[config.mk]
export PLATFORM = sky130hd
export DESIGN_NAME = ripple_count_monitor_flat
export DESIGN_NICKNAME = d
export VERILOG_FILES = /design/src/rtl/ripple_count_monitor_if.sv /design/src/rtl/ripple_count_monitor.sv /design/src/flat_wrapper.sv
export SDC_FILE = /design/constraint.sdc
export NUM_CORES = 1
export LEC_CHECK = 0
export BUFFER_PORTS_ARGS = -buffer_cell sky130_fd_sc_hd__clkbuf_2
export CAP_MARGIN = 15
export CORE_AREA = 5 5 79 81
export DETAILED_ROUTE_END_ITERATION = 8
export DIE_AREA = 0 0 84 86
export PLACE_DENSITY = 0.73
export SYNTH_ARGS = -nofsm -noshare
export SYNTH_HDL_FRONTEND = slang
export SYNTH_SLANG_ARGS = --single-unit
[constraint.sdc]
create_clock -name clk -period 2.6 [get_ports clk]
set_input_delay 0.26 -clock clk [delete_from_list [all_inputs] [get_ports clk]]
set_output_delay 0.26 -clock clk [all_outputs]
set_load 0.005 [all_outputs]
[src/rtl/ripple_count_monitor_if.sv]
// ripple_count_monitor_if
// Bundles the monitor's data-path signals so the consumer block and its
// environment connect through one port.
//
// Signals:
//   count_in    raw ripple counter value, asynchronous to the monitor clock
//   clr         synchronous one-cycle clear of wraps and step_err
//   count_out   last accepted stable count
//   new_val     one-cycle strobe, high on the cycle count_out takes a new value
//   wraps       number of all-ones -> zero transitions seen, modulo 2^WRAP_W
//   step_err    sticky flag: an accepted value did not follow its predecessor
//   hex_count   active-low 7-segment pattern of count_out[3:0]
//   hex_wrap_lo active-low 7-segment pattern of wraps[3:0]
//   hex_wrap_hi active-low 7-segment pattern of wraps[7:4]
//
// Handshake: there is no valid/ready pair on this block. new_val is a pure
// strobe with no backpressure; count_out is valid from the cycle new_val is
// high and holds until the next new_val. A consumer that misses the strobe
// still sees the current value on count_out.
//
// Modports:
//   master - environment side (drives count_in/clr, observes results)
//   slave  - monitor side (consumes count_in/clr, drives results)

interface ripple_count_monitor_if #(
  parameter int WIDTH  = 4,
  parameter int WRAP_W = 8
);
  logic [WIDTH-1:0]  count_in;
  logic              clr;
  logic [WIDTH-1:0]  count_out;
  logic              new_val;
  logic [WRAP_W-1:0] wraps;
  logic              step_err;
  logic [6:0]        hex_count;
  logic [6:0]        hex_wrap_lo;
  logic [6:0]        hex_wrap_hi;

  modport master (
    output count_in,
    output clr,
    input  count_out,
    input  new_val,
    input  wraps,
    input  step_err,
    input  hex_count,
    input  hex_wrap_lo,
    input  hex_wrap_hi
  );

  modport slave (
    input  count_in,
    input  clr,
    output count_out,
    output new_val,
    output wraps,
    output step_err,
    output hex_count,
    output hex_wrap_lo,
    output hex_wrap_hi
  );
endinterface

[src/rtl/ripple_count_monitor.sv]
// ripple_count_monitor
// Consumer of a ripple up-counter running on a divided clock. The counter
// bits settle one after another, so its output is glitchy and asynchronous
// to clk. This block synchronizes the count with two flops, waits until the
// synchronized value has been steady long enough, publishes it as a clean
// count, counts all-ones -> zero wrap-arounds and drives three 7-segment
// digits (count, wraps low nibble, wraps high nibble).
//
// Parameters:
//   WIDTH         width of the monitored count (hex decode uses the low 4 bits)
//   STABLE_CYCLES consecutive equal synchronized samples before accept (2..255)
//   WRAP_W        width of the wrap counter
//
// Ports:
//   clk    monitor clock (CLOCK_50 domain)
//   reset  synchronous, active-low reset
//   mon    ripple_count_monitor_if.slave (count_in, clr in; results out)
//
// Build option:
//   RIPPLE_SEQ_CHECK_EN - when defined, step_err sets whenever an accepted
//   value is not the previous accepted value + 1. When undefined no step
//   checking is built and step_err is tied low.

module ripple_count_monitor #(
  parameter int WIDTH         = 4,
  parameter int STABLE_CYCLES = 4,
  parameter int WRAP_W        = 8
) (
  input  logic                   clk,
  input  logic                   reset,
  ripple_count_monitor_if.slave  mon
);

  // stab_cnt saturates here; with s2 == cand this marks a settled value.
  localparam logic [7:0] STAB_MAX = 8'(STABLE_CYCLES - 1);

  logic [WIDTH-1:0]  s1_q, s1_d;
  logic [WIDTH-1:0]  s2_q, s2_d;
  logic [WIDTH-1:0]  cand_q, cand_d;
  logic [7:0]        stab_cnt_q, stab_cnt_d;
  logic [WIDTH-1:0]  count_out_q, count_out_d;
  logic              new_val_q, new_val_d;
  logic              primed_q, primed_d;
  logic [WRAP_W-1:0] wraps_q, wraps_d;
  logic              accept;
  logic [7:0]        wraps_8;
`ifdef RIPPLE_SEQ_CHECK_EN
  logic              step_err_q, step_err_d;
  logic [WIDTH-1:0]  prev_inc;
`endif

  function automatic logic [6:0] hex7(input logic [3:0] n);
    logic [6:0] seg;
    case (n)
      4'h0: seg = 7'b1000000;
      4'h1: seg = 7'b1111001;
      4'h2: seg = 7'b0100100;
      4'h3: seg = 7'b0110000;
      4'h4: seg = 7'b0011001;
      4'h5: seg = 7'b0010010;
      4'h6: seg = 7'b0000010;
      4'h7: seg = 7'b1111000;
      4'h8: seg = 7'b0000000;
      4'h9: seg = 7'b0010000;
      4'hA: seg = 7'b0001000;
      4'hB: seg = 7'b0000011;
      4'hC: seg = 7'b1000110;
      4'hD: seg = 7'b0100001;
      4'hE: seg = 7'b0000110;
      default: seg = 7'b0001110;
    endcase
    return seg;
  endfunction

  always_comb begin
    s1_d        = mon.count_in;
    s2_d        = s1_q;
    cand_d      = cand_q;
    stab_cnt_d  = stab_cnt_q;
    count_out_d = count_out_q;
    new_val_d   = 1'b0;
    primed_d    = primed_q;
    wraps_d     = wraps_q;
    accept      = 1'b0;
`ifdef RIPPLE_SEQ_CHECK_EN
    step_err_d  = step_err_q;
    prev_inc    = count_out_q + WIDTH'(1);
`endif

    // Settle filter: any change in the synchronized value restarts the wait.
    // Once settled, stab_cnt holds; re-accepting is suppressed by comparing
    // against the published value, so a steady input yields one pulse.
    if (s2_q != cand_q) begin
      cand_d     = s2_q;
      stab_cnt_d = 8'd0;
    end else if (stab_cnt_q < STAB_MAX) begin
      stab_cnt_d = stab_cnt_q + 8'd1;
    end else begin
      accept = !primed_q || (cand_q != count_out_q);
    end

    if (accept) begin
      count_out_d = cand_q;
      new_val_d   = 1'b1;
      primed_d    = 1'b1;
      // The very first value after reset has no predecessor to compare with.
      if (primed_q) begin
        if ((count_out_q == '1) && (cand_q == '0)) begin
          wraps_d = wraps_q + WRAP_W'(1);
        end
`ifdef RIPPLE_SEQ_CHECK_EN
        if (cand_q != prev_inc) begin
          step_err_d = 1'b1;
        end
`endif
      end
    end

    // clr overrides any same-edge wrap increment or step error.
    if (mon.clr) begin
      wraps_d = '0;
`ifdef RIPPLE_SEQ_CHECK_EN
      step_err_d = 1'b0;
`endif
    end
  end

  always_ff @(posedge clk) begin
    if (!reset) begin
      s1_q        <= '0;
      s2_q        <= '0;
      cand_q      <= '0;
      stab_cnt_q  <= 8'd0;
      count_out_q <= '0;
      new_val_q   <= 1'b0;
      primed_q    <= 1'b0;
      wraps_q     <= '0;
`ifdef RIPPLE_SEQ_CHECK_EN
      step_err_q  <= 1'b0;
`endif
    end else begin
      s1_q        <= s1_d;
      s2_q        <= s2_d;
      cand_q      <= cand_d;
      stab_cnt_q  <= stab_cnt_d;
      count_out_q <= count_out_d;
      new_val_q   <= new_val_d;
      primed_q    <= primed_d;
      wraps_q     <= wraps_d;
`ifdef RIPPLE_SEQ_CHECK_EN
      step_err_q  <= step_err_d;
`endif
    end
  end

  // Fixed 8-bit view of the wrap counter for the two wrap digits.
  assign wraps_8 = 8'(wraps_q);

  assign mon.count_out   = count_out_q;
  assign mon.new_val     = new_val_q;
  assign mon.wraps       = wraps_q;
`ifdef RIPPLE_SEQ_CHECK_EN
  assign mon.step_err    = step_err_q;
`else
  assign mon.step_err    = 1'b0;
`endif
  assign mon.hex_count   = hex7(4'(count_out_q));
  assign mon.hex_wrap_lo = hex7(wraps_8[3:0]);
  assign mon.hex_wrap_hi = hex7(wraps_8[7:4]);

endmodule

[src/flat_wrapper.sv]
// flat-port wrapper written by rule: the top's interface ports become plain ports
module ripple_count_monitor_flat 
#(
  parameter int WIDTH         = 4,
  parameter int STABLE_CYCLES = 4,
  parameter int WRAP_W        = 8
)
  (clk, reset, mon_count_in, mon_clr, mon_count_out, mon_new_val, mon_wraps, mon_step_err, mon_hex_count, mon_hex_wrap_lo, mon_hex_wrap_hi);
  ripple_count_monitor_if #(.WIDTH(WIDTH), .WRAP_W(WRAP_W)) mon_i ();
  input  logic clk;
  input  logic reset;
  input wire logic [$bits(mon_i.count_in)-1:0] mon_count_in;
  input wire logic [$bits(mon_i.clr)-1:0] mon_clr;
  output wire logic [$bits(mon_i.count_out)-1:0] mon_count_out;
  output wire logic [$bits(mon_i.new_val)-1:0] mon_new_val;
  output wire logic [$bits(mon_i.wraps)-1:0] mon_wraps;
  output wire logic [$bits(mon_i.step_err)-1:0] mon_step_err;
  output wire logic [$bits(mon_i.hex_count)-1:0] mon_hex_count;
  output wire logic [$bits(mon_i.hex_wrap_lo)-1:0] mon_hex_wrap_lo;
  output wire logic [$bits(mon_i.hex_wrap_hi)-1:0] mon_hex_wrap_hi;
  assign mon_i.count_in = mon_count_in;
  assign mon_i.clr = mon_clr;
  assign mon_count_out = mon_i.count_out;
  assign mon_new_val = mon_i.new_val;
  assign mon_wraps = mon_i.wraps;
  assign mon_step_err = mon_i.step_err;
  assign mon_hex_count = mon_i.hex_count;
  assign mon_hex_wrap_lo = mon_i.hex_wrap_lo;
  assign mon_hex_wrap_hi = mon_i.hex_wrap_hi;
  ripple_count_monitor #(.WIDTH(WIDTH), .STABLE_CYCLES(STABLE_CYCLES), .WRAP_W(WRAP_W)) u_core (.clk(clk), .reset(reset), .mon(mon_i));
endmodule
Yosys cells after proc, flatten, opt, wreduce, memory -nomap -nowiden
Memories as Yosys holds them, arrays and structs flattened. A register that Yosys moved wholly into a read port is not among the register bits.
Cells that the tools add are included.
{"block": "op_classes", "addsub": 2, "magnitude_cmp": 1, "eq_ne": 3, "muxes": 9, "n_bitwise": 1, "n_reduce_logical": 7}
{"op": "4-bit two-way mux", "n": 6}
{"op": "8-bit by 1-bit adder with 8-bit output (second input constant)", "n": 2}
{"op": "8-bit by 2-bit less-than comparator with 1-bit output (second input constant)", "n": 1}
{"op": "4-bit inequality test", "n": 2}
{"op": "4-bit == test (second input constant)", "n": 1}
{"op": "4-bit zero test", "n": 1}
{"op": "2-bit OR reduction", "n": 2}
{"op": "1-bit two-way mux", "n": 3}
{"op": "3-bit AND reduction", "n": 1}
{"op": "1-bit logical AND", "n": 1}
{"op": "1-bit zero test", "n": 1}
{"op": "1-bit logical OR", "n": 1}
{"op": "1-bit inverter", "n": 1}
{"block": "totals", "register_bits": 34, "rom_bits": 336, "inputBits": 7, "output_inout_bits": 35, "word_cells": 34, "n_memories": 3}
{"name": "(name not given)", "words": 16, "width": 7, "rd": 1, "rd_ports_with_merged_regs": 1, "wr": 0, "line_no": "ripple_count_monitor.sv:54", "source": "case (n)"}
{"name": "(name not given)", "words": 16, "width": 7, "rd": 1, "rd_ports_with_merged_regs": 1, "wr": 0, "line_no": "ripple_count_monitor.sv:54"}
{"name": "(name not given)", "words": 16, "width": 7, "rd": 1, "rd_ports_with_merged_regs": 1, "wr": 0, "line_no": "ripple_count_monitor.sv:54"}

Depth between registers and ports, before layout
Gate-level depths: netlist of run 1.
{"block": "logic_depth", "ltp_word": 7, "depth_mapped": 11, "mapped_depth_nobuf": 11}

Least setup slack after synthesis of run 1
No wires, ideal clock.
{"block": "synth_timing", "kind": "register -> register", "startpoint": "register u_core.stab_cnt_q[0]", "endpoint": "register u_core.mon.hex_count[3] (netlist name)", "setup_ns": 0.134, "arrival_ns": 2.693, "path_slack_ns": -0.228, "stages_incl_launch_ff": 11, "synth_period_minus_slack_ns": 2.828, "cell_sequence": "dfxtp_1 -> ha_1 -> or4_4 -> nor4_4 -> a211o_1 -> buf_6 -> mux2i_1 -> nor2_1 -> inv_1 -> ha_1 -> mux4_2"}
{"block": "synth_between", "elab_chain_cells": 5}
{"item": "start: declaration", "line_no": "ripple_count_monitor.sv:40", "source": "logic [7:0] stab_cnt_q, stab_cnt_d;"}
{"item": "start signal: assignment", "line_no": "ripple_count_monitor.sv:145", "source": "stab_cnt_q <= stab_cnt_d;"}
{"item": "8-bit by 2-bit less-than comparator with 1-bit output", "line_no": "ripple_count_monitor.sv:96", "source": "end else if (stab_cnt_q < STAB_MAX) begin"}
{"item": "1-bit two-way mux", "line_no": "ripple_count_monitor.sv:96"}
{"item": "1-bit two-way mux", "line_no": "ripple_count_monitor.sv:93", "source": "if (s2_q != cand_q) begin"}
{"item": "4-bit two-way mux (no line) (2 in a row)"}
Every way passes these cells.
A chain may end at the register's enable or synchronous reset.

Worst setup path after layout of run 1
{"block": "layout_timing", "startpoint": "register u_core.stab_cnt_q[0]", "endpoint": "register u_core.mon.hex_wrap_lo[0] (netlist name)"}
{"block": "layout_between", "elab_chain_cells": 6}
{"item": "8-bit by 2-bit less-than comparator with 1-bit output", "line_no": "ripple_count_monitor.sv:96"}
{"item": "1-bit two-way mux", "line_no": "ripple_count_monitor.sv:96"}
{"item": "1-bit two-way mux", "line_no": "ripple_count_monitor.sv:93"}
{"item": "3-bit AND reduction (no line)"}
{"item": "4-bit two-way mux (no line) (2 in a row)"}
Every way passes these cells.

==> results of run 1 <==
[sequential cells by signal, indices dropped and copies added, names as in the netlist]
register                count
u_core.mon.wraps            8
u_core.stab_cnt_q           8
u_core.mon.hex_count        7
u_core.mon.hex_wrap_hi      7
u_core.mon.hex_wrap_lo      7
u_core.cand_q               4
u_core.mon.count_out        4
u_core.s1_q                 4
u_core.s2_q                 4
u_core.mon.new_val          1
u_core.primed_q             1
[where the power goes]
group	switching [µW]	internal, µW
registers	9.22	851
logic	45.9	47.3
clock network	293	292
[Yosys cell counts (4+ instances only)]
cell type	instances
dfxtp_1	55
ha_1	20
mux2i_1	19
and2_1	18
and3_1	11
inv_1	11
nor2_1	11
nand2_1	9
a21oi_1	8
xnor2_1	8
nor3_1	7
nand4_1	6
o21ai_0	5
xor2_1	5
o22ai_1	4
or2_2	4
[how the worst min path moves through the flow]
stage                     slack (ns)                   endpoint                       from
after CTS                       0.14  u_core.s1_q[1]$_SDFF_PN0_            mon_count_in[1]
after detailed placement        0.42  u_core.s2_q[0]$_SDFF_PN0_  u_core.s1_q[0]$_SDFF_PN0_
after floorplan                 0.39  u_core.s1_q[0]$_SDFF_PN0_            mon_count_in[0]
after global placement          0.41  u_core.s2_q[3]$_SDFF_PN0_  u_core.s1_q[3]$_SDFF_PN0_
final                           0.14  u_core.s1_q[1]$_SDFF_PN0_            mon_count_in[1]
after global routing            0.12  u_core.s1_q[1]$_SDFF_PN0_            mon_count_in[1]
[metal layers]
metal  share of wire  vias up  wire (µm)
li1                -     1130          -
met1            0.41     1069       2640
met2            0.51       72       3270
met3           0.052       13        330
met4           0.021        0        131
met5               0        -          0
[cell families after synthesis]
logic type	Yosys count	share of synthesized area
and+or+nand+nor	85	0.199
DFF	55	0.418
AOI/OAI and AO/OA	37	0.100
muxes	24	0.102
buffers and inverters	22	0.0399
adders and majority gates	20	0.0951
xor gates and xnor gates	13	0.0433
other	1	0.00143
[worst register-to-register path: cells and delay by family (launching register included)]
kind / cells / cell delay, ns
AO/OA/AOI/OAI: 2 / 0.46
adder cells (fa/ha/maj): 2 / 0.32
buffers and inverters: 1 / 0.16
flip-flops: 1 / 0.35
multiplexers: 1 / 0.33
AND/OR/NAND/NOR: 4 / 0.92
[through the flow]
step                TNS [ns]  std cells
floorplan             -0.212        257
global placement      -0.715        411
detailed placement     -1.90        411
CTS                   -0.144        432
global route           -2.35        441
finish                -0.308        441
[final cells by class]
cell class	instances	area share
Multi-Input combinational cell	180	0.439
Sequential cell	55	0.291
Timing Repair Buffer	112	0.201
Tap cell	72	0.0234
Clock buffer	5	0.0179
Inverter	14	0.0149
Clock inverter	3	0.0123
[what timing repair did]
item                       CTS  global route
buffers inserted            14             9
setup endpoints to repair   20            17
cloned                       0             0
resized for setup           43            17
pin swaps                   12             6
==> reports/qor.yml, run 1 <==
place:
  postPlaceCellArea_mm2: 0.00330
  pre_cts_ws_ns: -0.246
  portBuffers: 40
  gp_congestion: 0.863
  dp_hpwl_um: 4380
cts:
  cts_inserted_buffers: 5
  path_clk_slew_ns: 0.10
  clk_path_buf_depth: 2
  cts_root_buf: "clkbuf_8"
  htreeDepth: 2
  ctsHoldBuffers: 0
  cts.sinks: 55
  cts_tree: "done"
  clk_latency_ns: 0.31
power_and_ir_drop:
  p_leak_uw: 0.00174
  p_total_uw: 1540
  vdd_drop_max_v: 0.000393
  powerDensity_mw_per_mm2: 400
cells_and_area:
  layout-drive-gt1-share: 0.485
  most-common-layout-cells: "65 x buf_4, 47 x dfxtp_1, 40 x clkbuf_2, 17 x and2_1"
  syn2layout_area_growth_pct: 46.3
  num_antenna_cells: 0
  n_fill_cell: 399
  post-route-cell-area_mm2: 0.00385
  nets: 395
  final_common_cell: "buf_4"
  multi_input_area_mm2: 0.00169
  regArea_mm2: 0.00112
  finish.utilization: 0.712
setup_path:
  cp-endpoint: "u_core.mon.hex_wrap_lo[0]$_DFF_P_"
  slowest_stage: "or4_4"
  end_kind: "flop"
  critical_path_depth: 10
  max_stage_delay_ns: 0.42
  worstReg2RegStart: "u_core.stab_cnt_q[0]$_SDFFE_PP0P_"
  crit_path_start: "u_core.stab_cnt_q[0]$_SDFFE_PP0P_"
  cp.required_ns: 2.81
  cp.buffers_inverters: 1
  cp-start-kind: "flop"
  critical_path.max_fanout: 5
  cp_top_family: "simple AND/OR/NAND/NOR gates"
  crit_chain: "ha_4 > or4_4 > nor4_4 > buf_4 > a2111o_1 > mux2_4 > and2_4 > ha_4 > and3b_1 > a221o_1"
  reg2reg_to: "u_core.mon.hex_wrap_lo[0]$_DFF_P_"
  cp_common_cell: "ha_4"
  regToRegSetupSlack_ns: -0.06
  crit_type: "flop to flop"
  reg2reg_depth: 10
  arrival_ns: 2.87
hold_path:
  worstHoldPathCells: 2
  hp-class: "input port to flop"
sta:
  clock_skew_ns: 0.00743
  whs_ns: 0.143
  timing.final.crit_share: 1.02
  hold_violations: 0
  slew_viol_final: 0
  fin_crit_ns: 2.66
  setup_ws_ns: -0.0601
  setup_viol: 8
  rsz0062_at_grt: "true"
  fmax_mhz: 376
routing:
  via_count: 2284
  via_per_inst: 5.18
  ant_nets: 0
  totalWireLength_um: 6380
  routedWlPerCell_um: 14.5
  first_iter_violations: 117
  drc: 0
  first_pass_iters: 5
synth:
  synth_area_per_cell_um2: 10.2
  synthFlopType: "dfxtp_1"
  syn_nets: 284
  ys_seq_area_frac: 0.418
  yosysTopAreaCell: "dfxtp_1"
  synthTopCellsByArea: "dfxtp_1 42%, ha_1 9.5%, mux2i_1 7.2%"
  yosysWarningCount: 0
  synthArstFlopShare: 0
  netlist.area_leader.share: 0.418
  synth-seq-cells: 55
  syn_inst: 257
  synth_edf_count: 0
  syn-cell-area_mm2: 0.00263
  synthDistinctLibCells: 53
outcome:
  outcome: "finished with violations"
  violations: "negative setup slack"
global_routing:
  met1_usage: 0.204
  gr-usage-met3: 0.0442
  antenna_found_initial: 0
  grt_pass1_vias: 2279
  use_met2: 0.315
  busiest_layer: "met2"
  grt_pass1_wl_um: 10500
  overflow: 0
  grt_max_degree: 21
  grt.total_usage: 0.177
floorplan:
  core_region_area_mm2: 0.00541
  start_util: 0.487
  die_area_mm2: 0.00722
  die_h_um: 86
  io_pins: 42
  num_rows: 27
  die_w_um: 84
flow_run:
  drv_cap: 0
Note: power is estimated with default switching activity, not from simulation.
==> run 2, diff against run 1 <==
--- a/config.mk
+++ b/config.mk
@@ -7,10 +7,11 @@
 export LEC_CHECK = 0
 export BUFFER_PORTS_ARGS = -buffer_cell sky130_fd_sc_hd__clkbuf_2
 export CAP_MARGIN = 15
-export CORE_AREA = 5 5 79 81
+export CORE_AREA = 5 5 77 79
+export CTS_BUF_LIST = sky130_fd_sc_hd__clkbuf_2 sky130_fd_sc_hd__clkbuf_4 sky130_fd_sc_hd__clkbuf_8
 export DETAILED_ROUTE_END_ITERATION = 8
-export DIE_AREA = 0 0 84 86
-export PLACE_DENSITY = 0.73
+export DIE_AREA = 0 0 82 84
+export PLACE_DENSITY = 0.77
 export SYNTH_ARGS = -nofsm -noshare
 export SYNTH_HDL_FRONTEND = slang
 export SYNTH_SLANG_ARGS = --single-unit
==> run 2 against run 1 <==
Against the previous run: die area decreased by 4.7%; clock power is 15% lower; critical path type unchanged; sequential power about the same; the run still ends with negative setup slack left; clock skew down 0.0019 ns; critical endpoint is now u_core.mon.hex_wrap_lo[6]$_DFF_P_; global-route usage grew 0.11 points; first-iteration DRC count decreased by 24%.
==> reports/qor.yml, run 2 (synthesized netlist as in run 1, its figures left out) <==
cts:
  cts_tree: "done"
  clk_latency_ns: 0.31  # about the same
  htreeDepth: 2  # unchanged
  ctsHoldBuffers: 0  # unchanged
  clk_path_buf_depth: 2  # unchanged
  cts_root_buf: "clkbuf_8"
  cts.sinks: 55  # unchanged
  cts_inserted_buffers: 5  # unchanged
  path_clk_slew_ns: 0.10  # about the same
sta:
  clock_skew_ns: 0.00557  # -0.00186 ns
  timing.final.crit_share: 1.03  # +0.00826
  whs_ns: 0.145  # +0.00172 ns
  hold_violations: 0  # unchanged
  setup-tns-final_ns: -0.247  # +0.0611 ns
  setup_ws_ns: -0.0816  # -0.0215 ns
  rsz0062_at_grt: "true"
  setup_viol: 8  # unchanged
  slew_viol_final: 0  # unchanged
  fin_crit_ns: 2.68  # +0.0215 ns
  fmax_mhz: 373  # -0.80%
routing:
  ant_nets: 0  # unchanged
  first_pass_iters: 4  # -1
  first_iter_violations: 89  # -24%
  via_per_inst: 5.25  # +1.4%
  via_count: 2254  # -1.3%
  drc: 0  # unchanged
  totalWireLength_um: 6170  # -3.2%
  routedWlPerCell_um: 14.4  # -0.51%
floorplan:
  die_h_um: 84  # -2.3%
  core_region_area_mm2: 0.00527  # -2.5%
  die_w_um: 82  # -2.4%
  num_rows: 27  # unchanged
  start_util: 0.499  # +0.0125
  die_area_mm2: 0.00689  # -4.7%
  io_pins: 42  # unchanged
hold_path:
  hp-class: "input port to flop"
cells_and_area:
  n_fill_cell: 381  # -4.5%
  nets: 383  # -3.0%
  most-common-layout-cells: "49 x buf_4, 49 x dfxtp_1, 40 x clkbuf_2, 17 x and2_1, 13 x mux2i_1"
  num_antenna_cells: 0  # unchanged
  post-route-cell-area_mm2: 0.00375  # -2.6%
  instances_no_fill: 429  # -2.7%
  layout-drive-gt1-share: 0.479  # -0.00610
  syn2layout_area_growth_pct: 42.6
setup_path:
  end_kind: "flop"
  critical_path.max_fanout: 5  # unchanged
  arrival_ns: 2.88  # about the same
  crit_path_start: "u_core.stab_cnt_q[0]$_SDFFE_PP0P_"
  reg2reg_depth: 11  # +1
  worstReg2RegStart: "u_core.stab_cnt_q[0]$_SDFFE_PP0P_"
  reg2reg_to: "u_core.mon.hex_wrap_lo[6]$_DFF_P_"
  cp-start-kind: "flop"
  regToRegSetupSlack_ns: -0.08  # -0.02 ns
  cp-endpoint: "u_core.mon.hex_wrap_lo[6]$_DFF_P_"
  crit_type: "flop to flop"
  cp.required_ns: 2.79  # -0.02 ns
place:
  postPlaceCellArea_mm2: 0.00324  # -1.7%
  dp_hpwl_um: 4170  # -4.8%
  place_inst: 405  # -1.5%
  gp_congestion: 0.857  # -0.73%
  portBuffers: 40  # unchanged
outcome:
  violations: "negative setup slack"
  outcome: "finished with violations"
power_and_ir_drop:
  vdd_drop_max_v: 0.000366  # -6.8%
  p_total_uw: 1440  # -6.2%
  p_leak_uw: 0.00166  # -4.5%
  powerDensity_mw_per_mm2: 385  # -3.7%
global_routing:
  grt_max_degree: 23  # +9.5%
  grt.total_usage: 0.178  # +0.00112
  antenna_found_initial: 0  # unchanged
  grt_pass1_vias: 2136  # -6.3%
  grt_pass1_wl_um: 9700  # -7.2%
  overflow: 0  # unchanged
flow_run:
  drv_cap: 0  # unchanged
## run 2: cell types whose count changed in the layout (fill, tap and decap cells not counted), sizes merged
cell / delta
inv: +1
buf: -12
bufinv: -1
## run 2: worst min path at each step
stage | start | endpoint | slack (ns) | cells after the start
after floorplan | mon_count_in[0] | u_core.s1_q[0]$_SDFF_PN0_ | 0.39 | 1
after global placement | u_core.s1_q[1]$_SDFF_PN0_ | u_core.s2_q[1]$_SDFF_PN0_ | 0.41 | 1
after detailed placement | u_core.s1_q[1]$_SDFF_PN0_ | u_core.s2_q[1]$_SDFF_PN0_ | 0.42 | 1
after CTS | mon_count_in[1] | u_core.s1_q[1]$_SDFF_PN0_ | 0.13 | 2
after global routing | mon_count_in[1] | u_core.s1_q[1]$_SDFF_PN0_ | 0.13 | 2
final | mon_count_in[1] | u_core.s1_q[1]$_SDFF_PN0_ | 0.14 | 2
## run 2: stage by stage
step	worst slack, ns	util
detailed placement	-0.188	0.615
CTS	-0.0285	0.669
global route	-0.256	0.712
global placement	-0.0926	0.615
finish	-0.0816	0.712
floorplan	-0.151	-
## run 2: cell type report
cell class	count	area, µm²	share of cell area
flip-flops and latches	55	1120	0.298
clock inverters	3	26.3	0.00700
clock buffers	5	68.8	0.0183
multi-input cells	180	1690	0.450
repair buffers	100	701	0.187
inverters	14	60.1	0.0160
well taps	72	90.1	0.0240
## run 2: layer usage
metal / wire, µm / GRT usage / vias up
li1: - / - / 1110
met1: 2650 / 0.218 / 1081
met2: 3190 / 0.306 / 57
met3: 261 / 0.0378 / 6
met4: 68 / 0.0514 / 0
met5: 0 / 0 / -
## run 2: power by group
part	switching [µW]	internal [µW]	leakage, µW
Clock	302	199	0.0000491
Sequential	8.32	851	0.000449
Combinational	42.2	41.8	0.00116
## run 2: timing repair
| action | CTS | global route |
|---|---|---|
| pin swaps | 8 | 13 |
| endpoints found under the setup margin | 16 | 21 |
| setup buffers | 8 | 10 |
| gates resized for setup | 33 | 36 |
## run 2: worst max-delay path: stages (launching register included)
cell	delay, ns
dfxtp_2	0.34
ha_2	0.17
or4_4	0.42
nor4_4	0.17
buf_4	0.16
a2111o_1	0.20
mux2_4	0.33
and2_4	0.20
ha_4	0.17
mux2_2	0.26
nand2_1	0.07
o21ai_0	0.09
==> run 3, diff against run 2 <==
--- a/config.mk
+++ b/config.mk
@@ -7,11 +7,14 @@
 export LEC_CHECK = 0
 export BUFFER_PORTS_ARGS = -buffer_cell sky130_fd_sc_hd__clkbuf_2
 export CAP_MARGIN = 15
-export CORE_AREA = 5 5 77 79
+export CELL_PAD_IN_SITES_DETAIL_PLACEMENT = 0
+export CELL_PAD_IN_SITES_GLOBAL_PLACEMENT = 1
+export CORE_AREA = 5 5 87 89
 export CTS_BUF_LIST = sky130_fd_sc_hd__clkbuf_2 sky130_fd_sc_hd__clkbuf_4 sky130_fd_sc_hd__clkbuf_8
 export DETAILED_ROUTE_END_ITERATION = 8
-export DIE_AREA = 0 0 82 84
-export PLACE_DENSITY = 0.77
+export DIE_AREA = 0 0 92 94
+export PLACE_DENSITY_LB_ADDON = 0.1
+export REMOVE_ABC_BUFFERS = 1
 export SYNTH_ARGS = -nofsm -noshare
 export SYNTH_HDL_FRONTEND = slang
 export SYNTH_SLANG_ARGS = --single-unit
==> run 3 against run 2 <==
Against the previous run: flip-flop and latch count is the same; global-route usage shrank 4.1 points; critical path depth down 1; final cell count increased by 3.3%; via count decreased by 2.6%; clock power rose by 21%; setup slack got worse by 0.0058 ns; the run still ends with negative setup slack left; combinational power shrank 5.2%; first-iteration DRC count decreased by 20%; critical path type unchanged; cell area grew 2.3%; critical endpoint is now u_core.mon.hex_wrap_lo[0]$_DFF_P_.
==> reports/qor.yml, run 3 (synthesized netlist as in run 1, its figures left out) <==
floorplan:
  die_h_um: 94  # +12%
  die_area_mm2: 0.00865  # +26%
  io_pins: 42  # unchanged
  die_w_um: 92  # +12%
  core_region_area_mm2: 0.00668  # +27%
  start_util: 0.394  # -0.105
  num_rows: 30  # +11%
cells_and_area:
  instances_no_fill: 443  # +3.3%
  nets: 389  # +1.6%
  most-common-layout-cells: "62 x buf_4, 47 x dfxtp_1, 40 x clkbuf_2, 17 x and2_1, 16 x mux2i_1"
  final_common_cell: "buf_4"
  num_antenna_cells: 0  # unchanged
  syn2layout_area_growth_pct: 45.8
  layout-drive-gt1-share: 0.488  # +0.00861
routing:
  drc: 0  # unchanged
  ant_nets: 0  # unchanged
  via_count: 2195  # -2.6%
  first_pass_iters: 6  # +2
  first_iter_violations: 71  # -20%
  totalWireLength_um: 5970  # -3.3%
  via_per_inst: 4.95  # -5.7%
  routedWlPerCell_um: 13.5  # -6.3%
place:
  portBuffers: 40  # unchanged
  dp_hpwl_um: 4220  # +1.4%
  pre_cts_ws_ns: -0.184  # +0.00458 ns
  place_inst: 421  # +4.0%
  gp_congestion: 0.815  # -4.8%
setup_path:
  slowest_stage: "or4_4"
  worstReg2RegStart: "u_core.stab_cnt_q[0]$_SDFFE_PP0P_"
  crit_chain: "ha_4 > or4_4 > nor4_4 > a2111o_1 > buf_4 > mux2_4 > and2_4 > ha_4 > and3b_1 > a221o_1"
  max_stage_delay_ns: 0.42  # about the same
  cp_common_cell: "ha_4"
  reg2reg_to: "u_core.mon.hex_wrap_lo[0]$_DFF_P_"
  end_kind: "flop"
  arrival_ns: 2.90  # +0.02 ns
  reg2reg_depth: 10  # -1
  cp.required_ns: 2.82  # +0.03 ns
  critical_path.max_fanout: 4  # -1
  crit_type: "flop to flop"
  cp-start-kind: "flop"
  regToRegSetupSlack_ns: -0.09  # about the same
sta:
  hold_violations: 0  # unchanged
  slew_viol_final: 0  # unchanged
  tightest_slew_ns: 0.582
  timing.final.crit_share: 1.03  # +0.00224
  fmax_mhz: 372  # -0.22%
  whs_ns: 0.148  # +0.00276 ns
  setup-tns-final_ns: -0.367  # -0.120 ns
  setup_ws_ns: -0.0874  # -0.00582 ns
  fin_crit_ns: 2.69  # +0.00582 ns
  setup_viol: 8  # unchanged
  slew_headroom: 0.611
  rsz0062_at_grt: "true"
  clock_skew_ns: 0.00799  # +0.00242 ns
hold_path:
  hp-class: "input port to flop"
  holdPathEnd: "u_core.s1_q[3]$_SDFF_PN0_"
  worstHoldPathCells: 2  # unchanged
  worstHoldStart: "mon_count_in[3]"
global_routing:
  grt_pass1_wl_um: 9790  # +0.93%
  overflow: 0  # unchanged
  antenna_found_initial: 0  # unchanged
  grt_pass1_vias: 2084  # -2.4%
  grt_max_degree: 18  # -22%
  grt.total_usage: 0.137  # -0.0410
cts:
  cts_root_buf: "clkbuf_8"
  htreeDepth: 2  # unchanged
  clk_latency_ns: 0.31  # about the same
  cts_tree: "done"
  ctsHoldBuffers: 0  # unchanged
  path_clk_slew_ns: 0.10  # about the same
  clk_path_buf_depth: 2  # unchanged
  cts_inserted_buffers: 5  # unchanged
  cts.sinks: 55  # unchanged
outcome:
  outcome: "finished with violations"
  violations: "negative setup slack"
power_and_ir_drop:
  powerDensity_mw_per_mm2: 402  # +4.4%
  vdd_drop_max_v: 0.000225  # -38%
  p_total_uw: 1540  # +6.7%
  p_leak_uw: 0.00168  # +1.4%
flow_run:
  drv_cap: 0  # unchanged
run 3: cell types whose count changed in the layout (fill, tap and decap cells not counted), sizes merged:
cell	change
buf	+6
bufinv	+1
clkbuf	+1
clkinv	-1
inv	-1
run 3: routing by layer:
layer,part of all wire,track usage
met5,0,0
met4,0.013,0.0408
met3,0.040,0.0329
met2,0.46,0.221
met1,0.49,0.182
run 3: repair_timing:
item	in CTS	in global routing
resized for setup	47	29
setup endpoints to repair	19	20
setup buffers	10	4
pin swaps	12	11
run 3: worst max path at each step:
| stage | cells after the start | endpoint | from |
|---|---|---|---|
| 3_5_place_dp | 9 | u_core.mon.hex_count[3]$_DFF_P_ | u_core.stab_cnt_q[0]$_SDFFE_PP0P_ |
| 2_1_floorplan | 9 | u_core.mon.hex_count[3]$_DFF_P_ | u_core.stab_cnt_q[0]$_SDFFE_PP0P_ |
| 3_3_place_gp | 9 | u_core.mon.hex_count[3]$_DFF_P_ | u_core.stab_cnt_q[0]$_SDFFE_PP0P_ |
| 6_report | 10 | u_core.mon.hex_wrap_lo[0]$_DFF_P_ | u_core.stab_cnt_q[0]$_SDFFE_PP0P_ |
| 5_1_grt | 11 | u_core.mon.hex_wrap_lo[5]$_DFF_P_ | u_core.stab_cnt_q[0]$_SDFFE_PP0P_ |
| 4_1_cts | 9 | u_core.mon.hex_wrap_lo[0]$_DFF_P_ | u_core.stab_cnt_q[0]$_SDFFE_PP0P_ |
run 3: metrics by stage:
stage	cell area, µm²	util
2_1_floorplan	2580	-
3_3_place_gp	3270	0.490
3_5_place_dp	3270	0.490
4_1_cts	3650	0.547
5_1_grt	3840	0.574
6_report	3840	0.574
run 3: layout make-up:
cell class	count	area, µm²
clock inverter	2	38.8
fill	606	2850
timing repair buffer	106	711
multi-input combinational	180	1720
clock buffer	6	82.6
sequential	55	1120
inverter	14	60.1
tap	80	100
run 3: power breakdown:
part	total [µW]	switching (µW)	internal (µW)
sequential	858	9.35	849
combinational	79.7	39.6	40.1
clock	604	287	317
total	1540	336	1210
run 3: critical path: cells and delay by family (launching register included):
| kind | cells | cell delay, ns |
|---|---|---|
| buffers and inverters | 1 | 0.14 |
| and+or+nand+nor | 4 | 1.03 |
| DFF | 1 | 0.35 |
| adders and majority gates | 2 | 0.32 |
| AOI/OAI and AO/OA | 2 | 0.47 |
| muxes | 1 | 0.30 |
